### src/rtl/y86_pkg.sv
// y86_pkg -- definitions shared by the Y86-64 pipeline blocks.
//
// Holds the machine word / instruction widths, the instruction and status
// codes used across the pipeline, and the state encoding of the memory
// port arbiter that lets fetch and memory stages share one memory port.
package y86_pkg;

   localparam int WORD_W      = 64;
   localparam int INSTR_W     = 80;
   localparam int INSTR_BYTES = INSTR_W / 8;

   typedef logic [WORD_W-1:0]  word_t;
   typedef logic [INSTR_W-1:0] instr_t;

   // Instruction codes (icode field)
   localparam logic [3:0] I_HALT   = 4'h0;
   localparam logic [3:0] I_NOP    = 4'h1;
   localparam logic [3:0] I_RRMOVQ = 4'h2;
   localparam logic [3:0] I_IRMOVQ = 4'h3;
   localparam logic [3:0] I_RMMOVQ = 4'h4;
   localparam logic [3:0] I_MRMOVQ = 4'h5;
   localparam logic [3:0] I_OPQ    = 4'h6;
   localparam logic [3:0] I_JXX    = 4'h7;
   localparam logic [3:0] I_CALL   = 4'h8;
   localparam logic [3:0] I_RET    = 4'h9;
   localparam logic [3:0] I_PUSHQ  = 4'hA;
   localparam logic [3:0] I_POPQ   = 4'hB;

   // Processor status codes
   localparam logic [2:0] STAT_AOK = 3'd1;
   localparam logic [2:0] STAT_HLT = 3'd2;
   localparam logic [2:0] STAT_ADR = 3'd3;
   localparam logic [2:0] STAT_INS = 3'd4;

   // Memory port arbiter states
   typedef enum logic [2:0] {
      ARB_IDLE = 3'd0,
      ARB_DM   = 3'd1,
      ARB_IF0  = 3'd2,
      ARB_IF1  = 3'd3,
      ARB_RESP = 3'd4
   } arb_state_t;

   // Address of the second 8-byte word of a fetch; wraps modulo 2^64.
   function automatic word_t next_fetch_word(input word_t addr);
      return addr + word_t'(8);
   endfunction

endpackage

### src/rtl/mem_port_arbiter_if.sv
// mem_port_arbiter_if -- bundle of the arbiter's handshake signals.
//
// Groups three channels:
//   fetch  : if_req/if_addr in, if_valid/if_bytes/if_err out
//   data   : dm_req/dm_we/dm_addr/dm_wdata in, dm_valid/dm_rdata/dm_err out
//   memory : mem_req/mem_we/mem_addr/mem_wdata out, mem_ack/mem_rdata/mem_err in
// Modport slave is the arbiter's view; modport master is the view of the
// environment (pipeline stages plus unified memory).
interface mem_port_arbiter_if;
   import y86_pkg::*;

   logic   if_req;
   word_t  if_addr;
   logic   if_valid;
   instr_t if_bytes;
   logic   if_err;

   logic   dm_req;
   logic   dm_we;
   word_t  dm_addr;
   word_t  dm_wdata;
   logic   dm_valid;
   word_t  dm_rdata;
   logic   dm_err;

   logic   mem_req;
   logic   mem_we;
   word_t  mem_addr;
   word_t  mem_wdata;
   logic   mem_ack;
   word_t  mem_rdata;
   logic   mem_err;

   modport slave (
      input  if_req, if_addr,
      output if_valid, if_bytes, if_err,
      input  dm_req, dm_we, dm_addr, dm_wdata,
      output dm_valid, dm_rdata, dm_err,
      output mem_req, mem_we, mem_addr, mem_wdata,
      input  mem_ack, mem_rdata, mem_err
   );

   modport master (
      output if_req, if_addr,
      input  if_valid, if_bytes, if_err,
      output dm_req, dm_we, dm_addr, dm_wdata,
      input  dm_valid, dm_rdata, dm_err,
      input  mem_req, mem_we, mem_addr, mem_wdata,
      output mem_ack, mem_rdata, mem_err
   );

endinterface

### src/rtl/mem_port_arbiter.sv
// mem_port_arbiter -- shares one unified memory port between the fetch stage
// and the memory stage.
//
// Ports:
//   clk    : single clock, all state on rising edge
//   reset  : synchronous active-high reset
//   bus    : mem_port_arbiter_if.slave (fetch, data and memory channels)
//
// A data access takes one memory transaction (DM). A fetch needs 10 bytes
// and the port returns 8, so it takes two transactions (IF0 at addr, IF1 at
// addr+8). Every access ends in a one-cycle RESP state that pulses the
// matching valid. When both requesters wait in IDLE, the one not served last
// wins, so neither waits for more than one foreign access.
module mem_port_arbiter
   import y86_pkg::*;
(
   input  logic                clk,
   input  logic                reset,
   mem_port_arbiter_if.slave   bus
);

   arb_state_t state_reg, state_next;
   logic       last_dm_reg, last_dm_next;   // 1: last completed access was data
   logic       resp_dm_reg, resp_dm_next;   // which valid RESP pulses
   word_t      acc_addr_reg, acc_addr_next; // request captured at grant
   logic       acc_we_reg, acc_we_next;
   word_t      acc_wdata_reg, acc_wdata_next;
   word_t      fetch_lo_reg, fetch_lo_next; // bytes 0-7 while IF1 is pending
   instr_t     if_bytes_reg, if_bytes_next;
   logic       if_err_reg, if_err_next;
   word_t      dm_rdata_reg, dm_rdata_next;
   logic       dm_err_reg, dm_err_next;

   always_ff @(posedge clk) begin
      if (reset) begin
         state_reg     <= ARB_IDLE;
         last_dm_reg   <= 1'b0;
         resp_dm_reg   <= 1'b0;
         acc_addr_reg  <= '0;
         acc_we_reg    <= 1'b0;
         acc_wdata_reg <= '0;
         fetch_lo_reg  <= '0;
         if_bytes_reg  <= '0;
         if_err_reg    <= 1'b0;
         dm_rdata_reg  <= '0;
         dm_err_reg    <= 1'b0;
      end else begin
         state_reg     <= state_next;
         last_dm_reg   <= last_dm_next;
         resp_dm_reg   <= resp_dm_next;
         acc_addr_reg  <= acc_addr_next;
         acc_we_reg    <= acc_we_next;
         acc_wdata_reg <= acc_wdata_next;
         fetch_lo_reg  <= fetch_lo_next;
         if_bytes_reg  <= if_bytes_next;
         if_err_reg    <= if_err_next;
         dm_rdata_reg  <= dm_rdata_next;
         dm_err_reg    <= dm_err_next;
      end
   end

   always_comb begin
      state_next     = state_reg;
      last_dm_next   = last_dm_reg;
      resp_dm_next   = resp_dm_reg;
      acc_addr_next  = acc_addr_reg;
      acc_we_next    = acc_we_reg;
      acc_wdata_next = acc_wdata_reg;
      fetch_lo_next  = fetch_lo_reg;
      if_bytes_next  = if_bytes_reg;
      if_err_next    = if_err_reg;
      dm_rdata_next  = dm_rdata_reg;
      dm_err_next    = dm_err_reg;

      bus.mem_req    = 1'b0;
      bus.mem_we     = 1'b0;
      bus.mem_addr   = acc_addr_reg;
      bus.mem_wdata  = acc_wdata_reg;
      bus.if_valid   = 1'b0;
      bus.dm_valid   = 1'b0;

      unique case (state_reg)
         ARB_IDLE: begin
            // Data wins unless both request and data was served last.
            if (bus.dm_req && (!bus.if_req || !last_dm_reg)) begin
               state_next     = ARB_DM;
               acc_addr_next  = bus.dm_addr;
               acc_we_next    = bus.dm_we;
               acc_wdata_next = bus.dm_wdata;
            end else if (bus.if_req) begin
               state_next     = ARB_IF0;
               acc_addr_next  = bus.if_addr;
               acc_we_next    = 1'b0;
               acc_wdata_next = '0;
            end
         end

         ARB_DM: begin
            bus.mem_req = 1'b1;
            bus.mem_we  = acc_we_reg;
            if (bus.mem_ack) begin
               dm_rdata_next = acc_we_reg ? '0 : bus.mem_rdata;
               dm_err_next   = bus.mem_err;
               last_dm_next  = 1'b1;
               resp_dm_next  = 1'b1;
               state_next    = ARB_RESP;
            end
         end

         ARB_IF0: begin
            bus.mem_req = 1'b1;
            if (bus.mem_ack) begin
               fetch_lo_next = bus.mem_rdata;
               if (bus.mem_err) begin
                  // Faulting first word: no point reading the second one.
                  if_bytes_next = {16'h0, bus.mem_rdata};
                  if_err_next   = 1'b1;
                  last_dm_next  = 1'b0;
                  resp_dm_next  = 1'b0;
                  state_next    = ARB_RESP;
               end else begin
                  state_next    = ARB_IF1;
               end
            end
         end

         ARB_IF1: begin
            bus.mem_req  = 1'b1;
            bus.mem_addr = next_fetch_word(acc_addr_reg);
            if (bus.mem_ack) begin
               if_bytes_next = {bus.mem_rdata[15:0], fetch_lo_reg};
               if_err_next   = bus.mem_err;
               last_dm_next  = 1'b0;
               resp_dm_next  = 1'b0;
               state_next    = ARB_RESP;
            end
         end

         ARB_RESP: begin
            bus.dm_valid = resp_dm_reg;
            bus.if_valid = !resp_dm_reg;
            state_next   = ARB_IDLE;
         end

         default: state_next = ARB_IDLE;
      endcase
   end

   assign bus.if_bytes = if_bytes_reg;
   assign bus.if_err   = if_err_reg;
   assign bus.dm_rdata = dm_rdata_reg;
   assign bus.dm_err   = dm_err_reg;

endmodule

### src/flat_wrapper.sv
// flat-port wrapper written by rule: the top's interface ports become plain ports
module mem_port_arbiter_flat import y86_pkg::*;
  (clk, reset, bus_if_req, bus_if_addr, bus_if_valid, bus_if_bytes, bus_if_err, bus_dm_req, bus_dm_we, bus_dm_addr, bus_dm_wdata, bus_dm_valid, bus_dm_rdata, bus_dm_err, bus_mem_req, bus_mem_we, bus_mem_addr, bus_mem_wdata, bus_mem_ack, bus_mem_rdata, bus_mem_err);
  mem_port_arbiter_if bus_i ();
  input  logic clk;
  input  logic reset;
  input wire logic [$bits(bus_i.if_req)-1:0] bus_if_req;
  input wire logic [$bits(bus_i.if_addr)-1:0] bus_if_addr;
  output wire logic [$bits(bus_i.if_valid)-1:0] bus_if_valid;
  output wire logic [$bits(bus_i.if_bytes)-1:0] bus_if_bytes;
  output wire logic [$bits(bus_i.if_err)-1:0] bus_if_err;
  input wire logic [$bits(bus_i.dm_req)-1:0] bus_dm_req;
  input wire logic [$bits(bus_i.dm_we)-1:0] bus_dm_we;
  input wire logic [$bits(bus_i.dm_addr)-1:0] bus_dm_addr;
  input wire logic [$bits(bus_i.dm_wdata)-1:0] bus_dm_wdata;
  output wire logic [$bits(bus_i.dm_valid)-1:0] bus_dm_valid;
  output wire logic [$bits(bus_i.dm_rdata)-1:0] bus_dm_rdata;
  output wire logic [$bits(bus_i.dm_err)-1:0] bus_dm_err;
  output wire logic [$bits(bus_i.mem_req)-1:0] bus_mem_req;
  output wire logic [$bits(bus_i.mem_we)-1:0] bus_mem_we;
  output wire logic [$bits(bus_i.mem_addr)-1:0] bus_mem_addr;
  output wire logic [$bits(bus_i.mem_wdata)-1:0] bus_mem_wdata;
  input wire logic [$bits(bus_i.mem_ack)-1:0] bus_mem_ack;
  input wire logic [$bits(bus_i.mem_rdata)-1:0] bus_mem_rdata;
  input wire logic [$bits(bus_i.mem_err)-1:0] bus_mem_err;
  assign bus_i.if_req = bus_if_req;
  assign bus_i.if_addr = bus_if_addr;
  assign bus_if_valid = bus_i.if_valid;
  assign bus_if_bytes = bus_i.if_bytes;
  assign bus_if_err = bus_i.if_err;
  assign bus_i.dm_req = bus_dm_req;
  assign bus_i.dm_we = bus_dm_we;
  assign bus_i.dm_addr = bus_dm_addr;
  assign bus_i.dm_wdata = bus_dm_wdata;
  assign bus_dm_valid = bus_i.dm_valid;
  assign bus_dm_rdata = bus_i.dm_rdata;
  assign bus_dm_err = bus_i.dm_err;
  assign bus_mem_req = bus_i.mem_req;
  assign bus_mem_we = bus_i.mem_we;
  assign bus_mem_addr = bus_i.mem_addr;
  assign bus_mem_wdata = bus_i.mem_wdata;
  assign bus_i.mem_ack = bus_mem_ack;
  assign bus_i.mem_rdata = bus_mem_rdata;
  assign bus_i.mem_err = bus_mem_err;
  mem_port_arbiter u_core (.clk(clk), .reset(reset), .bus(bus_i));
endmodule
### config.mk
export PLATFORM = sky130hd
export DESIGN_NAME = mem_port_arbiter_flat
export DESIGN_NICKNAME = d
export VERILOG_FILES = /design/src/rtl/y86_pkg.sv /design/src/rtl/mem_port_arbiter_if.sv /design/src/rtl/mem_port_arbiter.sv /design/src/flat_wrapper.sv
export SDC_FILE = /design/constraint.sdc
export NUM_CORES = 1
export LEC_CHECK = 0
export BUFFER_PORTS_ARGS = -buffer_cell sky130_fd_sc_hd__buf_4
export CAP_MARGIN = 5
export CORE_MARGIN = 2
export CORE_UTILIZATION = 35
export DETAILED_ROUTE_END_ITERATION = 7
export HOLD_SLACK_MARGIN = 0.08
export PLACE_DENSITY = 0.72
export SLEW_MARGIN = 5
export SYNTH_ARGS = -nofsm -noshare
export SYNTH_HDL_FRONTEND = slang
export SYNTH_SLANG_ARGS = --single-unit
export TNS_END_PERCENT = 30
### constraint.sdc
create_clock -name clk -period 4.8 [get_ports clk]
set_clock_uncertainty 0.2 [all_clocks]
set_input_delay 0.24 -clock clk [delete_from_list [all_inputs] [get_ports clk]]
set_output_delay 0.24 -clock clk [all_outputs]
set_load 0.005 [all_outputs]
==> flow_summary.toml <==
[outcome]
status = "complete, no violations"

[placement]
gp_congestion = 0.8827
numPortBuffers = 540
hpwl_um = 36290

[detailed_routing]
viasPerCell = 5.277
finalWirelength_um = 57350
drtAntennaViolNets = 0
drc = 0
routed-via-count = 16379
firstDrtPassIters = 7
wl_per_cell_um = 18.48
initialDrtViolationCount = 1408

[sta]
fmax_mhz = 284.2
finalHoldViolations = 0
slew_headroom_pct = 12.46
finalSetupViolCount = 0
rsz0062_at_grt = "no"
fin_crit_sh_pct = 73.30
tightest_slew_ns = 1.313
whs_ns = 0.2522
fin_setup_tns_ns = 0
period_minus_slack_ns = 3.519
maxSlewViolCount = 0

[finish]
largest_register_ffs = 80
drive_gt1_share_pct = 25.44
finalNetCount = 2804
area_delta_synth_final_pct = 57.46

[global_route]
grt.overflow.total = 0
grt_use_total_pct = 25.28
antenna_found_initial = 1
grt_pass1_vias = 16187
grt_max_degree = 162
grt_pass1_wl_um = 88660

[synth]
ys.flop_type = "dfxtp_1"
ys_warn_count = 0
synth_top_family_by_area = "simple AND/OR/NAND/NOR gates"
muxShareOfSynthArea_pct = 0.1369
synth_xor_area_share_pct = 3.695
synth.distinct_cells = 50
syn_nets = 2083
postSynthCellCount = 1819
asyncSetResetFlopFracSynth_pct = 0
synth_area_per_cell_um2 = 8.041
synthSimpleGateAreaFrac_pct = 27.93
synth_area_um2 = 14630
synth-compound-area-share_pct = 16.33
synth-edff-count = 0
synthAdderAreaFrac_pct = 0.08554
ys_seq_area_share_pct = 46.95
synth_seq_cells = 343

[hold_path]
worstHoldPathType = "flop to flop"

[power_and_ir_drop]
p_leak_nw = 9.747
p_per_area_nw_per_um2 = 467.7
max-vdd-ir-drop_mv = 0.3499

[clocking]
cts.sinks = 343
cts_root_buf = "clkbuf_16"
post-cts-setup-buffers = 0
htree_levels = 2
cts_made_buffers = 40
cts_tree = "yes"
clk_pin_slew_worst_paths_ns = 0.06
clock_latency_ns = 0.55
cts_buffer_depth = 3

[floorplan]
core_region_area_um2 = 41020
die-height_um = 208.4
fp.dieW_um = 208.4
initial_core_util_pct = 35.66
ios = 541
rows = 74
die-area_um2 = 43440

[setup_path]
worstSetupStartpointType = "flop"
worstPathRequired_ns = 5.09
worstPathMaxFanout = 65
path_class = "flop to flop"
worst_setup_path_end_kind = "flop"
arrival_ns = 3.81

[flow_run]
max_cap_viol_count = 0
[metrics by stage]
step	instances	utilization, %	setup slack (ns)	instance area [um2]	power [mW]
floorplan	1819	-	2.709	14630	5.676
global placement	2749	46.00	1.941	18870	7.047
detailed placement	2749	46.00	1.814	18870	7.128
CTS	3103	56.14	1.288	23030	10.73
global route	3104	56.15	1.080	23030	11.28
finish	3104	56.15	1.281	23030	10.77
[layout by cell type (no fill, tap or decap), types with 2 or more instances in the layout]
cell / n
and3_2: 2
buf_4: 549
clkbuf_1: 8
a22oi_1: 66
buf_12: 4
and2_1: 3
nand2_1: 424
clkbuf_16: 42
nor4_4: 3
nor2_4: 2
and3_4: 2
nand3_2: 2
nor3b_1: 65
a21oi_1: 145
bufinv_16: 2
inv_1: 7
nor4_2: 3
xor2_2: 2
nor2b_1: 2
nand3_1: 42
nand2_2: 2
nand4_4: 3
mux2i_1: 2
xnor2_1: 40
clkinv_4: 2
and3_1: 14
dfxtp_1: 342
nand4_1: 20
a311oi_1: 128
dlygate4sd3_1: 281
xor2_1: 18
clkbuf_8: 9
nor2_1: 278
nor3_1: 14
nor4_1: 9
clkinv_2: 8
[kinds of logic (layout without fill, tap and decap cells)]
family | after synthesis | count (layout)
compound gates | 346 | 346
xor+xnor | 60 | 60
fa+ha+maj | 1 | 1
buf+inv | 163 | 915
flops | 343 | 343
mux | 2 | 2
other cells | 0 | 1
simple gates | 904 | 904
[path summary, 6_finish.rpt]
path | startpoint | to | slack (ns) | cells after the start
max | u_core.state_reg[0] | u_core.bus.mem_wdata[14] | 1.28 | 5
min | u_core.fetch_lo_reg[47] | u_core.fetch_lo_reg[47] | 0.25 | 2
max reg2reg | u_core.state_reg[0] | u_core.bus.mem_wdata[14] | 1.28 | 5
min reg2reg | u_core.fetch_lo_reg[47] | u_core.fetch_lo_reg[47] | 0.25 | 2
[cell type report]
type                    count  area (um2)
clock inverters            14       142.6
flip-flops and latches    343        6868
inverters                   7       26.28
multi-input cells        1313        7092
clock buffers              59        1205
repair buffers            835        7029
diodes                      1       2.502
well taps                 532       665.6
fillers                  3487       17990
[metal layers]
| layer | up-vias | share of wire (%) | track usage, % |
|---|---|---|---|
| met5 | - | 0 | 0 |
| met4 | 0 | 5.4 | 13.82 |
| met3 | 178 | 6.7 | 4.906 |
| met2 | 739 | 48 | 42.76 |
| met1 | 7740 | 40 | 30.20 |
| li1 | 7722 | - | - |
[where the power goes]
group          switching, mW  internal [mW]  leakage, nW
combinational           1.88           1.82         6.28
sequential             0.577           3.39         2.80
clock                   1.25           1.85        0.671
[synthesized netlist by cell type (all sizes together) (2+ instances only)]
master / count / area share [%]
and2: 5 / 0.21
nand3: 45 / 1.7
nand2: 426 / 11
nor2b: 3 / 0.13
a22oi: 66 / 3.4
buf: 50 / 2.0
a21oi: 145 / 5.0
nor3b: 65 / 3.3
dfxtp: 343 / 47
a311oi: 128 / 7.7
nand4: 23 / 1.3
and3: 18 / 0.85
nor4: 15 / 1.1
mux2i: 2 / 0.14
nand2b: 2 / 0.14
clkbuf: 106 / 2.7
xnor2: 40 / 2.4
nor2: 280 / 7.2
xor2: 20 / 1.3
inv: 7 / 0.18
nor3: 16 / 0.66
o21ai: 3 / 0.10
[what timing repair did]
action                                 in CTS  in global routing
hold buffers                              281                  0
gates resized for setup                     0                  0
endpoints found under the hold margin     343                  0
setup endpoints to repair                   0                  0
[critical path, cell delays in order, from the launching register on]
cell	delay [ns]
dfxtp_1	0.52
nor3_1	0.52
and3_2	1.13
a22oi_1	0.30
nor2_1	0.16
dlygate4sd3_1	0.57
Note: power is estimated with default switching activity, not from simulation.
